==> src/rtl/checker_arbiter.sv <==
// Round-robin arbiter sharing one character checker between N_REQ trace sources, one whole
// message at a time. Define CHK_STAT_EN to add per-requester pass / shared fail counters.
module checker_arbiter #(
    parameter int unsigned N_REQ   = 2,
    parameter int unsigned MAX_LEN = 64
) (
    input  logic                 clk,
    input  logic                 reset,
    input  logic [N_REQ-1:0]     req_valid,
    input  logic [8*N_REQ-1:0]   req_char,
    output logic [N_REQ-1:0]     req_ready,
    output logic                 chk_reset,
    output logic [7:0]           chk_char,
    input  logic [1:0]           chk_format_type,
    output logic                 result_valid,
    output logic [1:0]           result_id,
    output logic [1:0]           result_type,
    output logic [1:0]           result_err
`ifdef CHK_STAT_EN
    ,
    output logic [16*N_REQ-1:0]  stat_ok,
    output logic [15:0]          stat_bad
`endif
);

    typedef enum logic [1:0] {StIdle, StClear, StStream, StResult} state_e;

    localparam logic [1:0] ErrOk      = 2'b00;
    localparam logic [1:0] ErrAbort   = 2'b01;
    localparam logic [1:0] ErrTimeout = 2'b10;
    localparam logic [7:0] CharEnd    = 8'h23;

    state_e       state_q, state_d;
    logic [1:0]   ptr_q, ptr_d;
    logic [1:0]   grant_q, grant_d;
    logic [7:0]   len_q, len_d;
    logic [1:0]   err_q, err_d;

    logic [1:0]       pick;
    logic             found;
    logic             gnt_valid;
    logic [7:0]       gnt_char;
    logic [N_REQ-1:0] gnt_sel;
    logic [7:0]       len_inc;

    assign len_inc = len_q + 8'd1;

    // Search starts one past the last served requester and wraps.
    always_comb begin
        int unsigned cand;
        pick  = ptr_q;
        found = 1'b0;
        for (int unsigned k = 1; k <= N_REQ; k++) begin
            cand = (32'(ptr_q) + k) % N_REQ;
            for (int unsigned i = 0; i < N_REQ; i++) begin
                if (!found && cand == i && req_valid[i]) begin
                    pick  = 2'(i);
                    found = 1'b1;
                end
            end
        end
    end

    always_comb begin
        gnt_valid = 1'b0;
        gnt_char  = 8'h00;
        gnt_sel   = '0;
        for (int unsigned i = 0; i < N_REQ; i++) begin
            if (grant_q == 2'(i)) begin
                gnt_sel[i] = 1'b1;
                gnt_valid  = req_valid[i];
                gnt_char   = req_char[8*i +: 8];
            end
        end
    end

    always_ff @(posedge clk or posedge reset) begin
        if (reset) begin
            state_q <= StIdle;
            ptr_q   <= 2'(N_REQ - 1);
            grant_q <= 2'b00;
            len_q   <= 8'h00;
            err_q   <= ErrOk;
        end else begin
            state_q <= state_d;
            ptr_q   <= ptr_d;
            grant_q <= grant_d;
            len_q   <= len_d;
            err_q   <= err_d;
        end
    end

    always_comb begin
        state_d = state_q;
        ptr_d   = ptr_q;
        grant_d = grant_q;
        len_d   = len_q;
        err_d   = err_q;
        unique case (state_q)
            StIdle: begin
                if (found) begin
                    grant_d = pick;
                    state_d = StClear;
                end
            end
            StClear: begin
                len_d   = 8'h00;
                state_d = StStream;
            end
            StStream: begin
                // The checker cannot be stalled, so a missing character aborts the message.
                if (gnt_valid) begin
                    len_d = len_inc;
                    if (gnt_char == CharEnd) begin
                        err_d   = ErrOk;
                        state_d = StResult;
                    end else if (len_inc == 8'(MAX_LEN)) begin
                        err_d   = ErrTimeout;
                        state_d = StResult;
                    end
                end else begin
                    err_d   = ErrAbort;
                    state_d = StResult;
                end
            end
            StResult: begin
                ptr_d   = grant_q;
                state_d = StIdle;
            end
            default: state_d = StIdle;
        endcase
    end

    always_comb begin
        req_ready    = '0;
        chk_char     = 8'h00;
        result_valid = 1'b0;
        result_id    = 2'b00;
        result_type  = 2'b00;
        result_err   = 2'b00;
        unique case (state_q)
            StStream: begin
                if (gnt_valid) begin
                    req_ready = gnt_sel;
                    chk_char  = gnt_char;
                end
            end
            StResult: begin
                result_valid = 1'b1;
                result_id    = grant_q;
                result_err   = err_q;
                result_type  = (err_q == ErrOk) ? chk_format_type : 2'b00;
            end
            default: ;
        endcase
        chk_reset = reset | (state_q == StClear);
    end

`ifdef CHK_STAT_EN
    logic [16*N_REQ-1:0] stat_ok_q;
    logic [15:0]         stat_bad_q;
    logic                count_ok;

    assign count_ok = (err_q == ErrOk) && (chk_format_type != 2'b00);

    always_ff @(posedge clk or posedge reset) begin
        if (reset) begin
            stat_ok_q  <= '0;
            stat_bad_q <= 16'h0000;
        end else if (state_q == StResult) begin
            if (count_ok) begin
                for (int unsigned i = 0; i < N_REQ; i++) begin
                    if (grant_q == 2'(i) && stat_ok_q[16*i +: 16] != 16'hFFFF) begin
                        stat_ok_q[16*i +: 16] <= stat_ok_q[16*i +: 16] + 16'd1;
                    end
                end
            end else if (stat_bad_q != 16'hFFFF) begin
                stat_bad_q <= stat_bad_q + 16'd1;
            end
        end
    end

    assign stat_ok  = stat_ok_q;
    assign stat_bad = stat_bad_q;
`endif

endmodule

==> config.mk <==
export PLATFORM = sky130hd
export DESIGN_NAME = checker_arbiter
export DESIGN_NICKNAME = d
export VERILOG_FILES = /design/src/rtl/checker_arbiter.sv
export SDC_FILE = /design/constraint.sdc
export NUM_CORES = 1
export LEC_CHECK = 0
export ABC_AREA = 0
export CAP_MARGIN = 0
export CORE_AREA = 2 2 54 56
export DETAILED_ROUTE_END_ITERATION = 8
export DIE_AREA = 0 0 56 58
export GPL_ROUTABILITY_DRIVEN = 1
export PLACE_DENSITY = 0.76
export SYNTH_ARGS = -nofsm -noshare
export SYNTH_HDL_FRONTEND = slang
export SYNTH_SLANG_ARGS = --single-unit
export TNS_END_PERCENT = 5
==> constraint.sdc <==
create_clock -name clk -period 2.7 [get_ports clk]
set_clock_uncertainty 0.2 [all_clocks]
set_input_delay 0.81 -clock clk [delete_from_list [all_inputs] [get_ports clk]]
set_output_delay 0.81 -clock clk [all_outputs]
set_load 0.1 [all_outputs]
* Word-level counts from Yosys, hierarchy flattened *
Index checks and enable logic that the tools add are counted.

storage, ports and cells
  flip-flop bits (word level) = 16
  bits in latches = 0
  RAM bits = 0
  ROM bits = 0
  bits of input ports = 22
  word-level logic and storage cells = 72
  memories kept = 0

operators by class
  add/subtract/negate cells = 3
  multiply operators = 0
  divide/modulo/power cells = 0
  order comparisons = 0
  equal/unequal tests = 10
  shifts and indexed selects = 0
  mux-type cells = 33
  bitwise logic cells = 1
  reduce and logical (&&, ||, !) cells = 20

operator list
  operator                                                                count
  32-bit zero test                                                        2
  8-bit two-way mux                                                       5
  2-bit two-way mux                                                       17
  8-bit one-hot mux with 2 select lines                                   1
  1-bit two-way mux                                                       9
  8-bit by 1-bit adder with 8-bit output (second input constant)          1
  8-bit by 6-bit equality test with 1-bit output (second input constant)  1
  8-bit by 7-bit equality test with 1-bit output (second input constant)  1
  2-bit one-hot mux with 4 select lines                                   1
  2-bit AND reduction                                                     4
  1-bit logical AND                                                       7
  2-bit zero test                                                         3
  2-bit by 1-bit equality test with 1-bit output (second input constant)  2
  2-bit equality test (second input constant)                             2
  2-bit != test (second input constant)                                   2
  4-bit != test (second input constant)                                   1
  1-bit zero test                                                         3
  3-bit by 1-bit != test with 1-bit output (second input constant)        1
  1-bit adder (second input constant)                                     2
  2-bit nonzero test                                                      1
  1-bit bitwise OR                                                        1

* Depth between registers and ports, before layout *
Gate-level depths: netlist of the first run.

  depth after elaboration = 18
  gate-level depth with buffers = 9

* Worst setup path after synthesis of the first run *
Ideal clock, no wire load.

  path type = flip-flop to output port
  from = register state_q[1]
  to = output result_type[0]
  arrival = 4185 ps
  required time = 1690 ps
  slack = -2495 ps
  stages on the path, launching flop included = 3
  buffers on the path = 0
  cell sequence = dfrtp_1 > ha_1 > nor4bb_1

between the ends
  longest elaborated chain between the ends = 2

ends and longest elaborated chain
  what                      line  source
  start: declaration        33    state_e state_q, state_d;
  start signal: assignment  79    state_q <= StIdle;
  start signal: assignment  85    state_q <= state_d;
  2-bit equality test       141   unique case (state_q)
  2-bit two-way mux         141
  end: declaration          17    output logic [1:0] result_type,

No other way between the ends.

* Worst setup path in the final report of the first run *
  from = input req_char[8]
  to = output chk_char[0]

between the ends
  longest elaborated chain between the ends = 3

ends and longest elaborated chain
  what                line  source
  start: declaration  10    input logic [8*N_REQ-1:0] req_char,
  8-bit two-way mux   69    if (grant_q == 2'(i)) begin
  8-bit two-way mux   143   if (gnt_valid) begin
  8-bit two-way mux   141
  end: declaration    13    output logic [7:0] chk_char,

No other way between the ends.

==> results.txt, run 1 <==
The final weighted congestion in routability-driven placement is 0.819. The final standard cell count with taps included and fillers excluded came out at 206. In this run the cell area of the synthesized design comes to 1120 µm². Setup violations remaining at the end of the flow were counted as 1. The number of CTS-inserted buffers is 3. The worst path required time came out at 1.69 ns. The summed negative setup slack over all endpoints is -0.00609 ns. The number of pins with negative max-slew slack in the final report was 0. The number of warning messages in the yosys log came out at 0.

The die footprint is 3250 µm². Once detail routing completed, the nets flagged for antenna violations numbered 0. The routed via count divided by cell count is 5.77. The checks that failed: setup timing. Summed over all nets, the half-perimeter wirelength after detailed placement is 2.55 mm. The proportion of synthesized chip area in sequential cells is 33.6%. The run finished, with violations left. Setup repair after global routing could not meet its margin everywhere. The tree is rooted in a sky130_fd_sc_hd__clkbuf_4.

The routed layout has 1188 vias. The kind of start point of the critical path is an input port. The share of final-layout standard cells stronger than drive strength 1 came out at 38.3%.

Once the floorplan was initialized, standard cells occupied 42.1% of the core. The total wire length after detailed routing came out at 3.69 mm. The biggest area contributor in the post-synthesis netlist is sky130_fd_sc_hd__dfrtp_1. The x dimension of the die is 56 µm. The number of nets in the layout is 204.

STA classifies the critical path endpoint as an output pin. The initial antenna violation count came out at 0. The number of search-and-repair iterations in the first detailed-routing pass came out at 4.

The total power per unit cell area came out at 965 nW/µm². The routed length per instance came out at 17.9 µm. The worst vdd rail ir drop is 0.00109 V.

Yosys attributes the largest share of cell area to sky130_fd_sc_hd__dfrtp_1 (31%), sky130_fd_sc_hd__mux2i_1 (8.9%), sky130_fd_sc_hd__ha_1 (6.7%). The first-pass GRT wire length is 5.66 mm. Counting along the longest clock path gives a buffer depth of 2. The hold violation count in the final report was 0. The highest attainable clock frequency came out at 370 MHz. The net count after synthesis is 155. For the worst setup path, the data arrival time is 1.70 ns. The I/O pin count came out at 40. In this run the tool buffered the top-level ports with 39 buffer cells.

The largest net degree at the start of global routing came out at 17. The antenna diode instance count is 0. Counting flops and latches in the post-synthesis netlist gives 15. The distinct cell type count of the synthesized netlist came out at 40.

The depth of the CTS H-tree is 1. The least setup slack across all paths after layout is -0.00609 ns. The core box area came out at 2660 µm². The number of placed instances, taps included, is 200.

Counting every instance in the synthesized netlist gives 127. In the synthesized netlist the async set-or-reset flop fraction comes to 100%. The min-delay analysis places its worst path in the category reg2reg. The setup path with the least slack is of type in2out. TritonCTS built the clock tree. The DRC violations left is 0. The number of maximum-capacitance constraint violations came out at 0. Of the available clock period, the critical path in the final layout requires 100%. The number of global-route vias before repair is 1243. The number of sinks handled by clock tree synthesis came out at 15. For this block, the initial DRC count from the detailed router was 80. The leakage power came out at 0.936 nW. The area growth from synthesis to final layout came out at 80.4%.

The final total power came out at 1.95 mW. The cts-stage hold buffer count came out at 0. The overall global routing resource usage came out at 21.7%. The most used flip-flop cell after synthesis is sky130_fd_sc_hd__dfrtp_1. From bottom edge to top edge, the die measures 58 µm. The mean instance size in the synthesized netlist came out at 8.82 µm². The clock transition at the register clock pins on the worst setup and hold paths after CTS is 0.09 ns.

The area fraction of the dominant cell type after synthesis came out at 31.3%. The transition time at the pin with the least slew margin came out at 0.621 ns. The clock latency of the later-clocked register in the worst-skew pair is 0.29 ns.

For the finished layout, the period the worst path requires is 2.71 ns. The number of enable flip-flop cells after synthesis is 0. The site row count came out at 19. The total grt overflow came out at 0. The worst setup slack for register-to-register paths is 0.39 ns. The critical-path maximum fanout is 2. The worst slew margin relative to its limit came out at 58.5%.
[synth_stat cells, types with 2 or more instances]
master and number:
sky130_fd_sc_hd__a21oi_1 3, sky130_fd_sc_hd__and2_1 6, sky130_fd_sc_hd__clkbuf_1 3, sky130_fd_sc_hd__dfrtp_1 14, sky130_fd_sc_hd__ha_1 6, sky130_fd_sc_hd__inv_1 5
sky130_fd_sc_hd__mux2i_1 10, sky130_fd_sc_hd__nand2_1 8, sky130_fd_sc_hd__nand2b_1 3, sky130_fd_sc_hd__nand3_1 5, sky130_fd_sc_hd__nand4_1 2, sky130_fd_sc_hd__nor2_1 18
sky130_fd_sc_hd__nor4b_1 2, sky130_fd_sc_hd__nor4bb_1 2, sky130_fd_sc_hd__o21ai_0 11, sky130_fd_sc_hd__o31ai_1 3, sky130_fd_sc_hd__o41ai_1 2, sky130_fd_sc_hd__or2_2 2
[through the flow]
step                      worst slack, ns  cell area, µm²  hold WS [ns]  utilization, %
after detailed placement           -0.547            1880         0.287            70.8
after CTS                         -0.0557            1940         0.301            72.9
after global placement             -0.505            1880         0.289            70.8
final                            -0.00609            2020         0.304            75.9
after floorplan                    -0.288            1250         0.258               -
after global routing              -0.0314            2020         0.340            75.9
[worst max-delay path: stages]
cell and delay [ns]:
sky130_fd_sc_hd__clkdlybuf4s50_1 0.50, sky130_fd_sc_hd__mux2i_2 0.10, sky130_fd_sc_hd__nor2_4 0.11, sky130_fd_sc_hd__buf_12 0.18
[area by class of cell]
type	instances	area [µm²]
Multi-Input combinational cell	102	886
Timing Repair Buffer	49	673
Fill cell	176	642
Sequential cell	15	378
Tap cell	31	38.8
Clock buffer	4	26.3
Inverter	5	18.8
[repair_timing]
| item | CTS | global route |
|---|---|---|
| resized for setup | 14 | 28 |
| gates cloned | 1 | 0 |
| endpoints found under the hold margin | 0 | 0 |
| pin swaps | 8 | 8 |
| buffers inserted | 1 | 0 |
| setup endpoints to repair | 14 | 10 |
[state kept, by name, summed over array words and instances, names as in the netlist]
name	flops
err_q	2
state_q	2
grant_q	2
ptr_q	1
len_q	8
[report_power, final]
part,internal (mW),switching [mW],total [mW],leakage (nW)
logic,0.579,0.880,1.46,0.730
clock network,0.0575,0.0787,0.136,0.0150
registers,0.285,0.0704,0.355,0.192
[logic make-up (layout without fill, tap and decap cells)]
kind of cell / Yosys count / count (layout) / synth area share [%]
simple gates: 56 / 57 / 28.5
mux: 12 / 12 / 10.9
buf+inv: 11 / 58 / 4.47
flops: 15 / 15 / 33.6
fa+ha+maj: 6 / 6 / 6.70
compound gates: 27 / 27 / 15.8
[routing by layer]
| layer | routed length, µm | track usage (%) |
|---|---|---|
| met2 | 2080 | 40.8 |
| met5 | 0 | 0 |
| met1 | 1430 | 25.0 |
| met4 | 15 | 5.10 |
| met3 | 162 | 5.13 |
[final timing paths]
path                                  start           to  depth (start not counted)
worst max-delay path            req_char[8]  chk_char[0]                          4
worst min-delay path               len_q[7]     len_q[7]                          1
worst max register to register     len_q[0]   state_q[1]                          6
worst min register to register     len_q[7]     len_q[7]                          1
max in group asynchronous             reset   state_q[1]                          2
min in group asynchronous             reset     len_q[3]                          2
[layout by cell type (no fill, tap or decap), types with 2 or more instances in the layout]
cell type,synthesis,final
sky130_fd_sc_hd__nor4bb_4,0,2
sky130_fd_sc_hd__ha_1,6,4
sky130_fd_sc_hd__nand4_1,2,2
sky130_fd_sc_hd__mux2i_2,0,8
sky130_fd_sc_hd__buf_4,0,10
sky130_fd_sc_hd__nor2_4,0,8
sky130_fd_sc_hd__o21ai_0,11,11
sky130_fd_sc_hd__and2_1,6,6
sky130_fd_sc_hd__inv_1,5,4
sky130_fd_sc_hd__nand2b_1,3,2
sky130_fd_sc_hd__nor2_1,18,9
sky130_fd_sc_hd__or2_4,0,3
sky130_fd_sc_hd__o31ai_1,3,3
sky130_fd_sc_hd__a21oi_1,3,3
sky130_fd_sc_hd__dfrtp_1,14,13
sky130_fd_sc_hd__nand2_1,8,8
sky130_fd_sc_hd__nand3_1,5,5
sky130_fd_sc_hd__nor4b_1,2,2
sky130_fd_sc_hd__buf_2,1,2
sky130_fd_sc_hd__dlymetal6s2s_1,0,16
sky130_fd_sc_hd__o41ai_1,2,2
sky130_fd_sc_hd__dlygate4sd2_1,0,2
sky130_fd_sc_hd__clkbuf_4,0,3
sky130_fd_sc_hd__buf_12,0,18
sky130_fd_sc_hd__ha_4,0,2
(Power assumes the default switching activity.)
==> run 2: changes to the inputs <==
CORE_AREA = 2 2 53 55   (was 2 2 54 56)
DIE_AREA = 0 0 55 57   (was 0 0 56 58)
PLACE_DENSITY = 0.79   (was 0.76)
clock period = 3.4 ns   (was 2.7 ns; I/O delays follow)
==> results.txt, run 2 (synthesis results as in run 1) <==
The flow ran to the end, and the final reports show no timing, DRC or antenna violations. The critical-path maximum fanout was 5 (+3). The first-pass GRT wire length is 4.95 mm (-13%). The DRC violations left is 0 (unchanged). The tightest hold margin is 0.327 ns (+0.0235 ns). The total power per unit cell area is 747 nW/µm² (-23%). The number of maximum-capacitance constraint violations came out at 0 (unchanged). The critical path is of the in2out type. The routed length per instance is 14.5 µm (-19%). For this run, the top clock speed supported by timing is 308 MHz. The routed via count divided by cell count is 5.49 (-4.8%). The number of search-and-repair iterations in the first detailed-routing pass came out at 4 (unchanged). The share of final-layout standard cells stronger than drive strength 1 is 28.2% (-10 points). The worst path required time came out at 2.18 ns (+0.49 ns). The final weighted congestion in routability-driven placement came out at 0.770 (-6.1%). The maximum clock path buffer count is 2 (unchanged). The transition time at the pin with the least slew margin came out at 0.586 ns (-0.0351 ns). In the layout the commonest cells are sky130_fd_sc_hd__clkdlybuf4s50_1 (19), sky130_fd_sc_hd__dfrtp_1 (14), sky130_fd_sc_hd__buf_12 (13), sky130_fd_sc_hd__o21ai_0 (11).

The number of sinks handled by clock tree synthesis is 15 (unchanged). The routed via count is 1104 (-7.1%). Setup repair after global routing left no endpoint under its margin.

The maximum cell stage delay along the critical path came out at 0.27 ns (-0.23 ns). The hold violation count in the final report is 0 (unchanged). The sequential standard cell area is 377 µm² (-0.33%). The number of CTS-inserted buffers came out at 3 (unchanged). The number of nets in the layout came out at 199 (-2.5%). The count of input and output buffers is 39 (unchanged). The number of pins with negative max-slew slack in the final report is 0 (unchanged). The depth of the CTS H-tree came out at 1 (unchanged). In this design, the largest share of critical-path delay is due to buffers and inverters. The core box area is 2620 µm² (-1.8%). Traced cell by cell, the critical path runs through dlygate4sd2_1, mux2i_2, or2_4, nor2_4, buf_12.

The flip-flop count of the largest register after layout is 8 (unchanged). From synthesis to final layout, the design area changed by 61.7%. The worst slew margin relative to its limit came to 60.9% (+2.3 points). The largest net degree at the start of global routing came out at 17 (unchanged).

The total non-filler cell area in the finished layout came to 1810 µm² (-10%). The endpoint class of the critical path is an output pin. TritonCTS built the clock tree. The HPWL reported at the end of detailed placement is 2.38 mm (-6.8%).

The clock transition at the register clock pins on the worst setup and hold paths after CTS is 0.09 ns (about the same). The number of global-route vias before repair is 1166 (-6.2%). The worst vdd rail ir drop came out at 0.000712 V (-34%). The total wire length after detailed routing came out at 2.92 mm (-21%). Counting flops per register, the top entry is len_q. The antenna diode instance count is 0 (unchanged).

The remaining antenna violation count after routing came to 0 (unchanged). The final cycle utilization of the critical path came out at 95.4%. The final total power came out at 1.35 mW (-31%). The area of the multi-input gates is 806 µm² (-9.0%). The standard cell area after detailed placement is 1770 µm² (-6.0%).

The initial cell density of the core is 42.8% (+0.76 points). The die extent in y is 57 µm (-1.7%). The data arrival time of the critical path is 2.02 ns (+0.32 ns).

The number of design-rule violations left by the first detailed-router iteration is 14 (-83%). The leakage power came out at 0.758 nW (-19%). The x dimension of the die came out at 55 µm (-1.8%).

The minimum clock period came out at 3.24 ns. The die footprint came out at 3140 µm² (-3.5%). The summed negative setup slack over all endpoints is 0 ns (+0.00609 ns). The overall global routing resource usage came out at 21.3% (-0.47 points). The sum of buffers and inverters on the critical path is 2 (unchanged).

The final number of setup-violating endpoints is 0 (-1). The layout filler cell count is 206 (+17%). The total grt overflow is 0 (unchanged).

The initial antenna violation count is 0 (unchanged). The cell sitting at the root of the clock tree is a sky130_fd_sc_hd__clkbuf_4. The I/O pin count is 40 (unchanged). The clock latency of the later-clocked register in the worst-skew pair came out at 0.29 ns (about the same). STA classifies the critical path startpoint as an input port. The most common cell after layout, fill and taps aside is sky130_fd_sc_hd__clkdlybuf4s50_1. The site row count is 19 (unchanged). The critical path's slowest cell is sky130_fd_sc_hd__or2_4. The tightest min-delay check is of the reg2reg type.
==> run 2: cell types whose count changed in the layout (fill, tap and decap cells not counted), moves of 2 or more <==
cell	change
sky130_fd_sc_hd__buf_12	-5
sky130_fd_sc_hd__buf_2	-2
sky130_fd_sc_hd__clkdlybuf4s50_1	+18
sky130_fd_sc_hd__dlymetal6s2s_1	-16
sky130_fd_sc_hd__ha_4	-2
sky130_fd_sc_hd__mux2i_1	+8
sky130_fd_sc_hd__mux2i_2	-7
==> run 2: power breakdown <==
group | internal (mW) | leakage (nW) | switching [mW]
clock | 0.0437 | 0.0177 | 0.0619
sequential | 0.225 | 0.193 | 0.0490
combinational | 0.345 | 0.548 | 0.629
==> run 2: area by class of cell <==
class	instances	share of cell area (%)
Clock buffer	3	1.24
Clock inverter	1	0.276
Inverter	5	1.04
Multi-Input combinational cell	102	44.5
Sequential cell	15	20.8
Tap cell	31	2.14
Timing Repair Buffer	44	30.0
==> run 2: worst paths after layout <==
check,start,endpoint,slack [ns],cells after the start
max in group asynchronous,reset,len_q[2],1.71,2
worst max register to register,state_q[0],state_q[1],0.84,7
worst min register to register,len_q[7],len_q[7],0.33,1
worst max-delay path,req_valid[0],chk_char[1],0.16,5
worst min-delay path,len_q[7],len_q[7],0.33,1
min in group asynchronous,reset,err_q[0],0.90,2
==> run 2: per-layer routing <==
layer  GRT usage [%]  vias up  part of all wire [%]
met5               0        -                     0
met4            5.23        0                  0.31
met3            6.28        2                   6.3
met2            37.4       28                    54
met1            24.5      523                    39
li1                -      551                     -
==> run 2: worst reg2reg max path, delay by kind of cell, from the launching register on <==
family | cells | cell delay, ns
and+or+nand+nor | 2 | 0.53
DFF | 1 | 0.42
muxes | 1 | 0.35
buffers and inverters | 2 | 0.33
AOI/OAI and AO/OA | 1 | 0.33
adders and majority gates | 1 | 0.29
==> run 2: timing repair <==
item,CTS,global route
setup buffers,0,0
hold buffers,0,0
gates resized for setup,5,0
setup endpoints to repair,8,0
==> run 2: stage by stage <==
stage | util, % | std cells | setup slack (ns)
after floorplan | - | 127 | -0.164
after global placement | 67.7 | 196 | -0.234
after detailed placement | 67.7 | 196 | -0.255
after CTS | 69.2 | 201 | 0.146
after global routing | 69.2 | 201 | 0.0180
final | 69.2 | 201 | 0.156
